File: src/rtl/lsu_pkg.sv
// Shared types and constants for the load/store unit controller.
package lsu_pkg;

  typedef enum logic [1:0] {
    S_IDLE = 2'd0,
    S_BUSY = 2'd1,
    S_DONE = 2'd2,
    S_ERR  = 2'd3
  } lsu_state_e;

  localparam logic [2:0] F3_B  = 3'd0;
  localparam logic [2:0] F3_H  = 3'd1;
  localparam logic [2:0] F3_W  = 3'd2;
  localparam logic [2:0] F3_BU = 3'd4;
  localparam logic [2:0] F3_HU = 3'd5;

  localparam logic [1:0] FC_NONE     = 2'b00;
  localparam logic [1:0] FC_MISALIGN = 2'b01;
  localparam logic [1:0] FC_TIMEOUT  = 2'b10;
  localparam logic [1:0] FC_ILLEGAL  = 2'b11;

endpackage

File: src/rtl/lsu_ctrl_if.sv
// Memory-side request/response bus between the LSU controller and data memory.
interface lsu_ctrl_if #(
  parameter int ADDR_W = 32
);
  logic              mem_req;
  logic              mem_we;
  logic [ADDR_W-1:0] mem_addr;
  logic [31:0]       mem_wdata;
  logic [3:0]        mem_be;
  logic              mem_ack;
  logic [31:0]       mem_rdata;

  modport master (
    output mem_req, mem_we, mem_addr, mem_wdata, mem_be,
    input  mem_ack, mem_rdata
  );

  modport slave (
    input  mem_req, mem_we, mem_addr, mem_wdata, mem_be,
    output mem_ack, mem_rdata
  );
endinterface

File: src/rtl/lsu_align.sv
// Lane placement, byte enables, load extension and access legality checks.
module lsu_align
  import lsu_pkg::*;
(
  input  logic [2:0]  func3_i,
  input  logic [1:0]  lane_i,
  input  logic        is_load_i,
  input  logic [31:0] wdata_i,
  input  logic [31:0] rdata_i,
  output logic [31:0] wdata_o,
  output logic [3:0]  be_o,
  output logic [31:0] rdata_o,
  output logic        misaligned_o,
  output logic        illegal_o
);

  logic [31:0] rsh;

  always_comb begin
    // Size lives in func3[1:0], so alignment is judged even for illegal encodings.
    misaligned_o = ((func3_i[1:0] == 2'b01) && lane_i[0]) ||
                   ((func3_i[1:0] == 2'b10) && (lane_i != 2'b00));

    if (is_load_i) begin
      illegal_o = !((func3_i == F3_B) || (func3_i == F3_H) || (func3_i == F3_W) ||
                    (func3_i == F3_BU) || (func3_i == F3_HU));
    end else begin
      illegal_o = !((func3_i == F3_B) || (func3_i == F3_H) || (func3_i == F3_W));
    end

    case (func3_i[1:0])
      2'b00: begin
        wdata_o = {4{wdata_i[7:0]}};
        be_o    = 4'b0001 << lane_i;
      end
      2'b01: begin
        wdata_o = {2{wdata_i[15:0]}};
        be_o    = 4'b0011 << lane_i;
      end
      default: begin
        wdata_o = wdata_i;
        be_o    = 4'b1111;
      end
    endcase

    rsh = rdata_i >> {lane_i, 3'b000};
    case (func3_i)
      F3_B:    rdata_o = {{24{rsh[7]}}, rsh[7:0]};
      F3_H:    rdata_o = {{16{rsh[15]}}, rsh[15:0]};
      F3_BU:   rdata_o = {24'd0, rsh[7:0]};
      F3_HU:   rdata_o = {16'd0, rsh[15:0]};
      default: rdata_o = rdata_i;
    endcase
  end

endmodule

File: src/rtl/lsu_ctrl.sv
// Load/store unit controller: one memory access in flight, with alignment,
// illegal-size and ack-timeout faults.
//
//   state  | meaning
//   IDLE   | waiting for cs=0; decodes and checks the access
//   BUSY   | mem_req held with latched address/data until mem_ack or timeout
//   DONE   | one cycle; load_valid strobe for loads
//   ERR    | one cycle; fault strobe with fault_code
module lsu_ctrl
  import lsu_pkg::*;
#(
  parameter int ADDR_W  = 32,
  parameter int TIMEOUT = 15
) (
  input  logic              clk,
  input  logic              rst_n,
  input  logic              cs,
  input  logic              rd_en,
  input  logic              wr_en,
  input  logic [2:0]        func3,
  input  logic [ADDR_W-1:0] addr,
  input  logic [31:0]       wdata,
  output logic              stall,
  output logic [31:0]       load_data,
  output logic              load_valid,
  output logic              fault,
  output logic [1:0]        fault_code,
  lsu_ctrl_if.master        mem
);

  localparam logic [7:0] TO_LAST = 8'(TIMEOUT - 1);

  lsu_state_e        state_q, state_d;
  logic [ADDR_W-1:0] addr_q, addr_d;
  logic [2:0]        func3_q, func3_d;
  logic [31:0]       wdata_q, wdata_d;
  logic              is_load_q, is_load_d;
  logic [7:0]        cnt_q, cnt_d;
  logic [1:0]        code_q, code_d;
  logic [31:0]       load_data_q, load_data_d;

  logic        idle, busy, op_valid;
  logic [2:0]  al_func3;
  logic [1:0]  al_lane;
  logic        al_is_load;
  logic [31:0] al_wdata_in, al_wdata, al_rdata;
  logic [3:0]  al_be;
  logic        al_misaligned, al_illegal;

  assign idle     = (state_q == S_IDLE);
  assign busy     = (state_q == S_BUSY);
  assign op_valid = rd_en || !wr_en;

  // One aligner serves both phases: live decoder inputs in IDLE, latched access otherwise.
  assign al_func3    = idle ? func3     : func3_q;
  assign al_lane     = idle ? addr[1:0] : addr_q[1:0];
  assign al_is_load  = idle ? rd_en     : is_load_q;
  assign al_wdata_in = idle ? wdata     : wdata_q;

  lsu_align u_align (
    .func3_i      (al_func3),
    .lane_i       (al_lane),
    .is_load_i    (al_is_load),
    .wdata_i      (al_wdata_in),
    .rdata_i      (mem.mem_rdata),
    .wdata_o      (al_wdata),
    .be_o         (al_be),
    .rdata_o      (al_rdata),
    .misaligned_o (al_misaligned),
    .illegal_o    (al_illegal)
  );

  always_comb begin
    state_d     = state_q;
    addr_d      = addr_q;
    func3_d     = func3_q;
    wdata_d     = wdata_q;
    is_load_d   = is_load_q;
    cnt_d       = cnt_q;
    code_d      = code_q;
    load_data_d = load_data_q;

    case (state_q)
      S_IDLE: begin
        if (!cs) begin
          if (!op_valid) begin
            state_d = S_ERR;
            code_d  = FC_ILLEGAL;
          end else if (al_misaligned) begin
            state_d = S_ERR;
            code_d  = FC_MISALIGN;
          end else if (al_illegal) begin
            state_d = S_ERR;
            code_d  = FC_ILLEGAL;
          end else begin
            state_d   = S_BUSY;
            addr_d    = addr;
            func3_d   = func3;
            wdata_d   = wdata;
            is_load_d = rd_en;
            cnt_d     = '0;
          end
        end
      end
      S_BUSY: begin
        // An ack on the final allowed cycle still completes the access.
        if (mem.mem_ack) begin
          state_d = S_DONE;
          if (is_load_q) load_data_d = al_rdata;
        end else if (cnt_q == TO_LAST) begin
          state_d = S_ERR;
          code_d  = FC_TIMEOUT;
        end else begin
          cnt_d = cnt_q + 8'd1;
        end
      end
      S_DONE:  state_d = S_IDLE;
      S_ERR:   state_d = S_IDLE;
      default: state_d = S_IDLE;
    endcase
  end

  always_ff @(posedge clk) begin
    if (!rst_n) begin
      state_q     <= S_IDLE;
      addr_q      <= '0;
      func3_q     <= '0;
      wdata_q     <= '0;
      is_load_q   <= 1'b0;
      cnt_q       <= '0;
      code_q      <= FC_NONE;
      load_data_q <= '0;
    end else begin
      state_q     <= state_d;
      addr_q      <= addr_d;
      func3_q     <= func3_d;
      wdata_q     <= wdata_d;
      is_load_q   <= is_load_d;
      cnt_q       <= cnt_d;
      code_q      <= code_d;
      load_data_q <= load_data_d;
    end
  end

  assign stall      = (idle && !cs) || busy;
  assign load_data  = load_data_q;
  assign load_valid = (state_q == S_DONE) && is_load_q;
  assign fault      = (state_q == S_ERR);
  assign fault_code = (state_q == S_ERR) ? code_q : FC_NONE;

  assign mem.mem_req   = busy;
  assign mem.mem_we    = busy && !is_load_q;
  assign mem.mem_addr  = busy ? {addr_q[ADDR_W-1:2], 2'b00} : '0;
  assign mem.mem_wdata = busy ? al_wdata : 32'd0;
  assign mem.mem_be    = busy ? al_be : 4'b0000;

endmodule

File: src/flat_wrapper.sv
// flat-port wrapper written by rule: the top's interface ports become plain ports
module lsu_ctrl_flat import lsu_pkg::*;
#(
  parameter int ADDR_W  = 32,
  parameter int TIMEOUT = 15
)
  (clk, rst_n, cs, rd_en, wr_en, func3, addr, wdata, stall, load_data, load_valid, fault, fault_code, mem_mem_req, mem_mem_we, mem_mem_addr, mem_mem_wdata, mem_mem_be, mem_mem_ack, mem_mem_rdata);
  lsu_ctrl_if #(.ADDR_W(ADDR_W)) mem_i ();
  input  logic clk;
  input  logic rst_n;
  input  logic cs;
  input  logic rd_en;
  input  logic wr_en;
  input  logic [2:0] func3;
  input  logic [ADDR_W-1:0] addr;
  input  logic [31:0] wdata;
  output logic stall;
  output logic [31:0] load_data;
  output logic load_valid;
  output logic fault;
  output logic [1:0] fault_code;
  output wire logic [$bits(mem_i.mem_req)-1:0] mem_mem_req;
  output wire logic [$bits(mem_i.mem_we)-1:0] mem_mem_we;
  output wire logic [$bits(mem_i.mem_addr)-1:0] mem_mem_addr;
  output wire logic [$bits(mem_i.mem_wdata)-1:0] mem_mem_wdata;
  output wire logic [$bits(mem_i.mem_be)-1:0] mem_mem_be;
  input wire logic [$bits(mem_i.mem_ack)-1:0] mem_mem_ack;
  input wire logic [$bits(mem_i.mem_rdata)-1:0] mem_mem_rdata;
  assign mem_mem_req = mem_i.mem_req;
  assign mem_mem_we = mem_i.mem_we;
  assign mem_mem_addr = mem_i.mem_addr;
  assign mem_mem_wdata = mem_i.mem_wdata;
  assign mem_mem_be = mem_i.mem_be;
  assign mem_i.mem_ack = mem_mem_ack;
  assign mem_i.mem_rdata = mem_mem_rdata;
  lsu_ctrl #(.ADDR_W(ADDR_W), .TIMEOUT(TIMEOUT)) u_core (.clk(clk), .rst_n(rst_n), .cs(cs), .rd_en(rd_en), .wr_en(wr_en), .func3(func3), .addr(addr), .wdata(wdata), .stall(stall), .load_data(load_data), .load_valid(load_valid), .fault(fault), .fault_code(fault_code), .mem(mem_i));
endmodule
File: config.mk
export PLATFORM = sky130hd
export DESIGN_NAME = lsu_ctrl_flat
export DESIGN_NICKNAME = d
export VERILOG_FILES = /design/src/rtl/lsu_pkg.sv /design/src/rtl/lsu_ctrl_if.sv /design/src/rtl/lsu_align.sv /design/src/rtl/lsu_ctrl.sv /design/src/flat_wrapper.sv
export SDC_FILE = /design/constraint.sdc
export NUM_CORES = 1
export LEC_CHECK = 0
export ABC_AREA = 1
export CORE_MARGIN = 5
export CORE_UTILIZATION = 45
export DETAILED_ROUTE_END_ITERATION = 6
export PLACE_DENSITY = 0.85
export SYNTH_ARGS = -nofsm -noshare
export SYNTH_HDL_FRONTEND = slang
export SYNTH_HIERARCHICAL = 1
export SYNTH_SLANG_ARGS = --single-unit
File: constraint.sdc
create_clock -name clk -period 5.8 [get_ports clk]
set_input_delay 1.16 -clock clk [delete_from_list [all_inputs] [get_ports clk]]
set_output_delay 1.16 -clock clk [all_outputs]
set_load 0.03 [all_outputs]
==> results of run 1 <==
==> where the power goes <==
group	switching, uW	internal, uW
registers	62.9	909
clock network	285	314
logic	1110	539
==> cell usage in the layout (no fill, tap or decap) <==
cell type	instances
clkinv_4	2
conb_1	2
nand4_1	7
clkinv_2	1
a31oi_1	1
clkdlybuf4s50_1	197
nor2_4	3
nor2_1	231
o21ai_0	84
nand3_2	4
dfxtp_1	112
ha_1	2
nor2_8	1
nand3_1	63
clkbuf_16	9
a21oi_1	38
inv_2	7
nand2_4	2
o211ai_1	6
o21ai_2	1
nand2_2	3
a22oi_1	7
nand2_1	270
inv_1	105
clkbuf_8	2
o22ai_1	1
nor3_1	4
buf_2	1
o21ai_1	40
buf_4	19
clkinvlp_4	1
==> metrics by stage <==
step	worst slack [ps]	total power, uW	area (um2)	hold slack (ps)
2_1_floorplan	2248	2187	6436	430.9
3_3_place_gp	871.5	2600	8364	440.9
3_5_place_dp	915.1	2613	8364	443.8
4_1_cts	662.5	3217	8647	454.8
5_1_grt	310.0	3454	8647	464.5
6_report	648.3	3218	8647	453.3
==> cell type report <==
type / count / area share (%)
Multi-Input combinational cell: 770 / 38.82
Sequential cell: 112 / 25.93
Timing Repair Buffer: 217 / 24.51
Inverter: 112 / 4.862
Clock buffer: 11 / 2.923
Tap cell: 180 / 2.605
Clock inverter: 4 / 0.3473
==> worst max-delay path, stage by stage (launching register included) <==
cell and delay (ps):
dfxtp_1 390, nor2_8 520, inv_2 450, nand2_1 150
nand2_1 80, buf_4 230, inv_1 570, nand2_2 310
inv_1 320, nor2_1 90, o21ai_0 170, inv_1 60
nor2_1 100, buf_4 190
==> layer usage <==
layer	vias to the layer above	GRT usage, %
met2	278	37.28
met5	-	0
li1	3636	-
met1	3236	31.64
met3	36	5.565
met4	0	8.557
==> kinds of logic (layout without fill, tap and decap cells) <==
kind of cell             count (synthesis)  after routing
flip-flops                             112            112
AO/OA/AOI/OAI                          178            178
buffers and inverters                  186            344
other                                    1              2
adder cells (fa/ha/maj)                  2              2
AND/OR/NAND/NOR                        588            588
==> registers in the layout, summed over array words and instances (netlist names) <==
name              flops
u_core/addr_q        32
u_core/load_data     32
u_core/wdata_q       32
u_core/cnt_q          8
u_core/is_load_q      1
u_core/code_q         2
u_core/func3_q        3
u_core/state_q        2
==> how the worst min path moves through the flow <==
stage / to / startpoint / slack [ps] / cells after the start
global route: u_core/addr_q[17] / u_core/addr_q[17] / 460 / 2
detailed placement: u_core/addr_q[17] / u_core/addr_q[17] / 440 / 2
finish: u_core/addr_q[17] / u_core/addr_q[17] / 450 / 2
floorplan: u_core/addr_q[13] / u_core/addr_q[13] / 430 / 2
global placement: u_core/addr_q[17] / u_core/addr_q[17] / 440 / 2
CTS: u_core/addr_q[17] / u_core/addr_q[17] / 450 / 2
==> out/qor.yml, run 1 <==
reg2reg_to: "u_core/addr_q[16]"
start_util_pct: 46.16
cts_buffer_depth: 2
rsz0062_at_grt: "no"
tightest_slew_ps: 935.5
max_slew_margin_pct: 37.63
startpoint: "u_core/state_q[1]"
grt_pass1_wl_um: 32130
antenna_found_initial: 0
synth-simple-area-share_pct: 37.23
clock_latency_ps: 350
cts_tree: "done"
numCtsBuffers: 9
async_reset_ff_share_pct: 0
drtIter0Drc: 738
ff2ff_path_depth: 15
instances_no_fill: 1406
yosysWarningCount: 6
n_fill_cell: 1309
end_kind: "primary output"
drt-met1-wl_um: 8897
synth.distinct_cells: 30
fin_skew_ps: 9.701
clk_pin_slew_ps: 70
synth_edf_count: 0
synthMostInstantiatedCell: "nand2_1"
start_kind: "flop"
rr_startpoint: "u_core/state_q[1]"
finalCritPeriodShare_pct: 88.82
dr.pass1.iters: 5
rrSetupSlack_ps: 1060
synth_top_area_share_pct: 34.86
postLayoutCoreUtil_pct: 62.05
clock-root-buffer: "clkbuf_16"
syn2layout_area_growth_pct: 34.43
syn_inst: 1067
drv_slew: 0
synth_mux_area_share_pct: 0
synth_top_area_cell: "dfxtp_1"
final-setup-viol-count: 0
maxCapViolCount: 0
timing.fmax_mhz: 194.1
gr-total-overflow: 0
synth_area_per_cell_um2: 6.029
wl_met3_um: 1774
final_nets: 1329
top_layer_used: "met4"
seqCellArea_um2: 2242
worstSetupEndpoint: "mem_mem_be[1]"
core-area_um2: 13930
ctsHtreeMaxLevel: 3
min_period_ps: 5152
required_ps: 4640
die_area_um2: 16790
synthTopCellsByCount: "270 x nand2_1, 231 x nor2_1, 112 x dfxtp_1"
wl_per_cell_um: 14.46
synth_top_family_by_area: "simple AND/OR/NAND/NOR gates"
holdCritPathClass: "reg2reg"
die_height_um: 129.6
arrival_ps: 3990
drive_gt1_share_pct: 4.568
hold_buffers: 0
gp_congestion: 0.9215
cts-resized-gates: 0
die_x_um: 129.6
dp_hpwl_um: 14610
drc: 0
vias: 7186
status: "finished clean"
io_pins: 212
rows: 43
netlist_top_cells_area: "dfxtp_1 35%, nand2_1 16%, nor2_1 13%"
port_buffers: 209
wl_um: 20330
grt_pass1_vias: 6450
ys_ff_latch: 112
dp_cells: 1391
grt_start_max_net_pins: 66
ir_drop_mv: 0.2211
grt_use_total_pct: 23.64
path_class: "reg2out"
powerDensity_nw_per_um2: 372.1
vias_per_cell: 5.111
synth_compound_area_share_pct: 14.45
synthXorXnorAreaFrac_pct: 0
insertedDiodeCount: 0
ys_seq_area_share_pct: 34.86
synthAdderAreaFrac_pct: 0.3890
wl_met2_um: 9132
hold_viol_final: 0
finalSetupTns_ps: 0
ys.flop_type: "dfxtp_1"
cts_setup_buffers: 0
drt.antenna.violating_nets: 0
cts_num_sinks: 112
power_leakage_uw: 0.003793
synth_area_um2: 6432
cp_max_fo: 44
multi_input_area_um2: 3357
(Power assumes the default switching activity.)
==> inputs of run 2 (changes only) <==
--- a/config.mk
+++ b/config.mk
@@ -11,2 +11,3 @@
 export DETAILED_ROUTE_END_ITERATION = 6
+export MAX_ROUTING_LAYER = met4
 export PLACE_DENSITY = 0.85
==> constraint.sdc (replaced) <==
create_clock -name clk -period 5.8 [get_ports clk]
set_input_delay 0.58 -clock clk [delete_from_list [all_inputs] [get_ports clk]]
set_output_delay 0.58 -clock clk [all_outputs]
set_load 0.03 [all_outputs]
==> run 2 against run 1 <==
Against the previous run:
- the flow now finishes with violations (design-rule violations)
- fmax is 14% higher
- utilization is 0.090 points higher
- total power is 0.17% higher
- largest cell class unchanged
- clock power is 1% lower
- critical path type unchanged
- sequential power hardly changed
==> out/qor.yml, run 2 (same netlist as run 1, synthesis figures left out) <==
clk_pin_slew_ps: 70
path_class: "reg2out"
max_slew_margin_pct: 31.53
grt_pass1_wl_um: 33470
insertedDiodeCount: 0
wl_per_cell_um: 14.97
final-setup-viol-count: 0
worst_slack_ps: 1282
pwr-share-clk_pct: 18.3
tightest_slew_ps: 1027
drc: 1
rrSetupSlack_ps: 1450
die_x_um: 129.6
syn2layout_area_growth_pct: 34.62
vias_per_cell: 5.164
cts_setup_buffers: 0
layout_commonest_cell: "nand2_1"
pre_cts_ws_ps: 1510
holdCritPathClass: "reg2reg"
maxCapViolCount: 0
io_pins: 212
postLayoutCoreUtil_pct: 62.14
clock_latency_ps: 350
grt_use_total_pct: 25.45
cts_num_sinks: 112
drv_slew: 0
rows: 43
antenna_found_initial: 0
dr.pass1.iters: 7
cts_tree: "done"
rsz0062_at_grt: "no"
drive_gt1_share_pct: 3.589
die_area_um2: 16790
drt.antenna.violating_nets: 0
gr-total-overflow: 0
most-common-layout-cells: "270 x nand2_1, 231 x nor2_1, 208 x clkdlybuf4s50_1, 112 x dfxtp_1, 105 x inv_1"
drtIter0Drc: 977
die_height_um: 129.6
wl_um: 21050
timing.fmax_mhz: 221.3
numCtsBuffers: 9
ir_drop_mv: 0.1823
required_ps: 5220
clock-root-buffer: "clkbuf_16"
p_sw_uw: 1468
combPwrFrac_pct: 51.5
grtUsageMet2_pct: 40.19
min_period_ps: 4518
n_fill_cell: 1326
use_met3_pct: 5.194
grt_pass1_vias: 6728
core-area_um2: 13930
cp_max_fo: 44
power_leakage_uw: 0.003768
finalSetupTns_ps: 0
status: "finished with violations"
ctsHtreeMaxLevel: 3
dp_cells: 1390
internal_power_uw: 1755
port_buffers: 209
cts-resized-gates: 0
arrival_ps: 3940
grt_start_max_net_pins: 107
hold_buffers: 0
gp_congestion: 0.9505
start_util_pct: 46.16
instances_no_fill: 1406
violations: "design-rule violations"
seqPwrFrac_pct: 30.2
start_kind: "flop"
final_nets: 1328
end_kind: "primary output"
cts_buffer_depth: 2
fin_skew_ps: 5.337
busiest_layer: "met2"
powerDensity_nw_per_um2: 372.2
met1_usage_pct: 32.40
dp_hpwl_um: 14610
vias: 7261
switching_share_pct: 45.55
finalCritPeriodShare_pct: 77.90
hold_viol_final: 0
==> run 2: path summary, 6_finish.rpt <==
kind / start / endpoint / depth (start not counted)
max: u_core/state_q[1] / mem_mem_be[2] / 11
min: u_core/addr_q[30] / u_core/addr_q[30] / 2
max reg2reg: u_core/state_q[0] / u_core/addr_q[20] / 13
min reg2reg: u_core/addr_q[30] / u_core/addr_q[30] / 2
==> run 2: metrics by stage <==
stage	instance area [um2]	power (uW)	hold slack, ps
after detailed placement	8384	2627	445.1
after global routing	8660	3459	471.2
after global placement	8384	2604	442.2
after CTS	8660	3224	455.4
after floorplan	6436	2187	430.9
final	8660	3223	453.6
==> run 2: critical path: stages, from the launching register on <==
cell	delay [ps]
dfxtp_1	390
nor2_8	530
inv_2	460
nand2_1	150
nand2_1	60
buf_4	210
inv_1	310
nand2_1	280
o21ai_0	310
inv_1	70
nor2_1	120
clkdlybuf4s50_1	690
==> run 2: cell type report <==
type | count | area (um2) | area share [%]
clock buffer | 11 | 242.7 | 2.803
tap | 180 | 225.2 | 2.601
sequential | 112 | 2242 | 25.89
timing repair buffer | 216 | 2140 | 24.71
clock inverter | 5 | 32.53 | 0.3757
inverter | 112 | 420.4 | 4.855
multi-input combinational | 770 | 3357 | 38.77
==> run 2: metal layers <==
| layer | vias to the layer above | routed length, um |
|---|---|---|
| met3 | 54 | 2114 |
| met1 | 3218 | 8745 |
| met5 | - | 0 |
| met2 | 361 | 9675 |
| met4 | 0 | 518 |
| li1 | 3628 | - |
==> run 2: power by group through the flow <==
| stage | sequential (uW) | combinational [uW] | clock [uW] |
|---|---|---|---|
| after floorplan | 989 | 1200 | 0 |
| after global placement | 984 | 1620 | 0 |
| after global routing | 987 | 1840 | 635 |
| final | 974 | 1660 | 591 |
| after detailed placement | 989 | 1640 | 0 |
| after CTS | 973 | 1640 | 607 |
==> inputs of run 3 (changes only) <==
Settings changed: CORE_UTILIZATION 45 to 42, PLACE_DENSITY 0.85 to 0.83.
Clock period 5.8 ns to 4 ns, I/O delays scaled along.
==> run 3 against run 2 <==
Against the previous run:
- wire length decreased by 2.0%
- utilization decreased by 4.6 points
- cell count increased by 1.0%
- via count increased by 0.32%
- combinational power increased by 46%
- sequential cell count unchanged
- critical endpoint is now mem_mem_be[3]
- sequential power increased by 45%
- clock-buffer cell count increased by 1
- the flow now finishes without violations
- largest cell class unchanged
==> out/qor.yml, run 3 (same netlist as run 1, synthesis figures left out) <==
rsz0062_at_grt: "no"
holdCritPathClass: "reg2reg"
cts_tree: "done"
grt_use_total_pct: 22.59
power_leakage_uw: 0.003859
cts_num_sinks: 112
arrival_ps: 3010
wl_per_cell_um: 14.54
grt_pass1_wl_um: 32120
die_height_um: 133.8
dp_hpwl_um: 14670
clock-root-buffer: "clkbuf_16"
pwr-share-clk_pct: 19.7
drtIter0Drc: 839
drv_slew: 0
antenna_found_initial: 1
instances_no_fill: 1420
vias: 7284
crit_chain: "nor2_8 > inv_2 > buf_4 > nand2_1 > nand2_1 > nand2_2 > inv_1 > nor2_1 > o21ai_0 > inv_1 > nor2_1 > buf_4"
io_pins: 212
powerDensity_nw_per_um2: 549.0
vias_per_cell: 5.130
max_slew_margin_pct: 44.23
numCtsBuffers: 9
end_kind: "primary output"
clk_pin_slew_ps: 70
syn2layout_area_growth_pct: 35.05
drc: 0
seqPwrFrac_pct: 29.6
finalCritPeriodShare_pct: 85.35
status: "finished clean"
final_nets: 1333
cp_slowest_cell: "dfxtp_1"
required_ps: 3600
most-common-layout-cells: "270 x nand2_1, 231 x nor2_1, 181 x clkdlybuf4s50_1, 112 x dfxtp_1, 105 x inv_1"
path_class: "reg2out"
port_buffers: 209
cp_max_fo: 33
fin_skew_ps: 9.602
finalInstanceArea_um2: 8687
path_delay_family: "buffers and inverters"
clock_latency_ps: 360
cts_setup_buffers: 0
grt_start_max_net_pins: 68
wl_um: 20640
layout_commonest_cell: "nand2_1"
grt_pass1_vias: 6595
rows: 45
place_area_um2: 8377
die_area_um2: 17890
core-area_um2: 15090
gr-total-overflow: 0
cts_buffer_depth: 2
internal_power_uw: 2633
start_kind: "flop"
critPathBufInv: 5
dp_cells: 1403
hold_buffers: 0
die_x_um: 133.8
p_sw_uw: 2136
combPwrFrac_pct: 50.7
switching_share_pct: 44.78
cpPeakStageDelay_ps: 540
ir_drop_mv: 0.2524
cts-resized-gates: 0
start_util_pct: 42.63
tightest_slew_ps: 836.5
final-setup-viol-count: 0
maxCapViolCount: 0
min_period_ps: 3414
gp_congestion: 0.9752
finalSetupTns_ps: 0
dr.pass1.iters: 5
hold_viol_final: 0
drt.antenna.violating_nets: 0
ctsHtreeMaxLevel: 3
drive_gt1_share_pct: 6.174
timing.fmax_mhz: 292.9
## run 3: power by group through the flow
stage	sequential, uW	clock (uW)	combinational, uW
after CTS	1410	961	2390
after global placement	1420	0	2360
after floorplan	1430	0	1740
after detailed placement	1430	0	2380
after global routing	1440	995	2660
final	1410	940	2420
## run 3: final timing paths
check	cells past startpoint	end	from	slack [ps]
hold / removal	2	u_core/addr_q[21]	u_core/addr_q[21]	450
hold reg to reg	2	u_core/addr_q[21]	u_core/addr_q[21]	450
setup / recovery	12	mem_mem_be[3]	u_core/state_q[0]	590
setup reg to reg	14	u_core/addr_q[2]	u_core/state_q[0]	850
## run 3: layer usage
layer	part of all wire [%]	vias to the layer above	GRT usage (%)	wire length, um
met5	0	-	-	0
met4	2.9	0	8.743	600
met3	9.9	49	4.569	2050
met2	45	387	35.12	9276
met1	42	3213	28.94	8714
li1	-	3635	-	-
## run 3: worst register-to-register path, cell delays in order (launching register included)
cell and delay (ps):
dfxtp_1 540, nor2_8 90, inv_2 110, buf_4 340
nand2_1 90, nand2_1 270, nand2_2 230, o22ai_1 300
nor2_1 110, nand3_2 110, nor2_4 40, inv_2 280
buf_12 320, o21ai_1 130, a21oi_1 130
## run 3: final cells by class
cell class,count,area (um2)
fillers,1430,6402
multi-input cells,770,3357
flip-flops and latches,112,2242
repair buffers,221,2122
inverters,112,420.4
clock buffers,12,256.5
well taps,188,235.2
clock inverters,4,51.30
diodes,1,2.502
## run 3: stage by stage
step | utilization, % | power, uW | hold slack [ps] | worst slack, ps
4_1_cts | 57.55 | 4763 | 459.1 | 574.6
2_1_floorplan | - | 3171 | 430.9 | 1540
3_5_place_dp | 55.51 | 3815 | 448.4 | 895.3
5_1_grt | 57.57 | 5093 | 481.9 | 349.7
6_report | 57.57 | 4769 | 453.5 | 586.0
3_3_place_gp | 55.51 | 3784 | 441.0 | 982.2
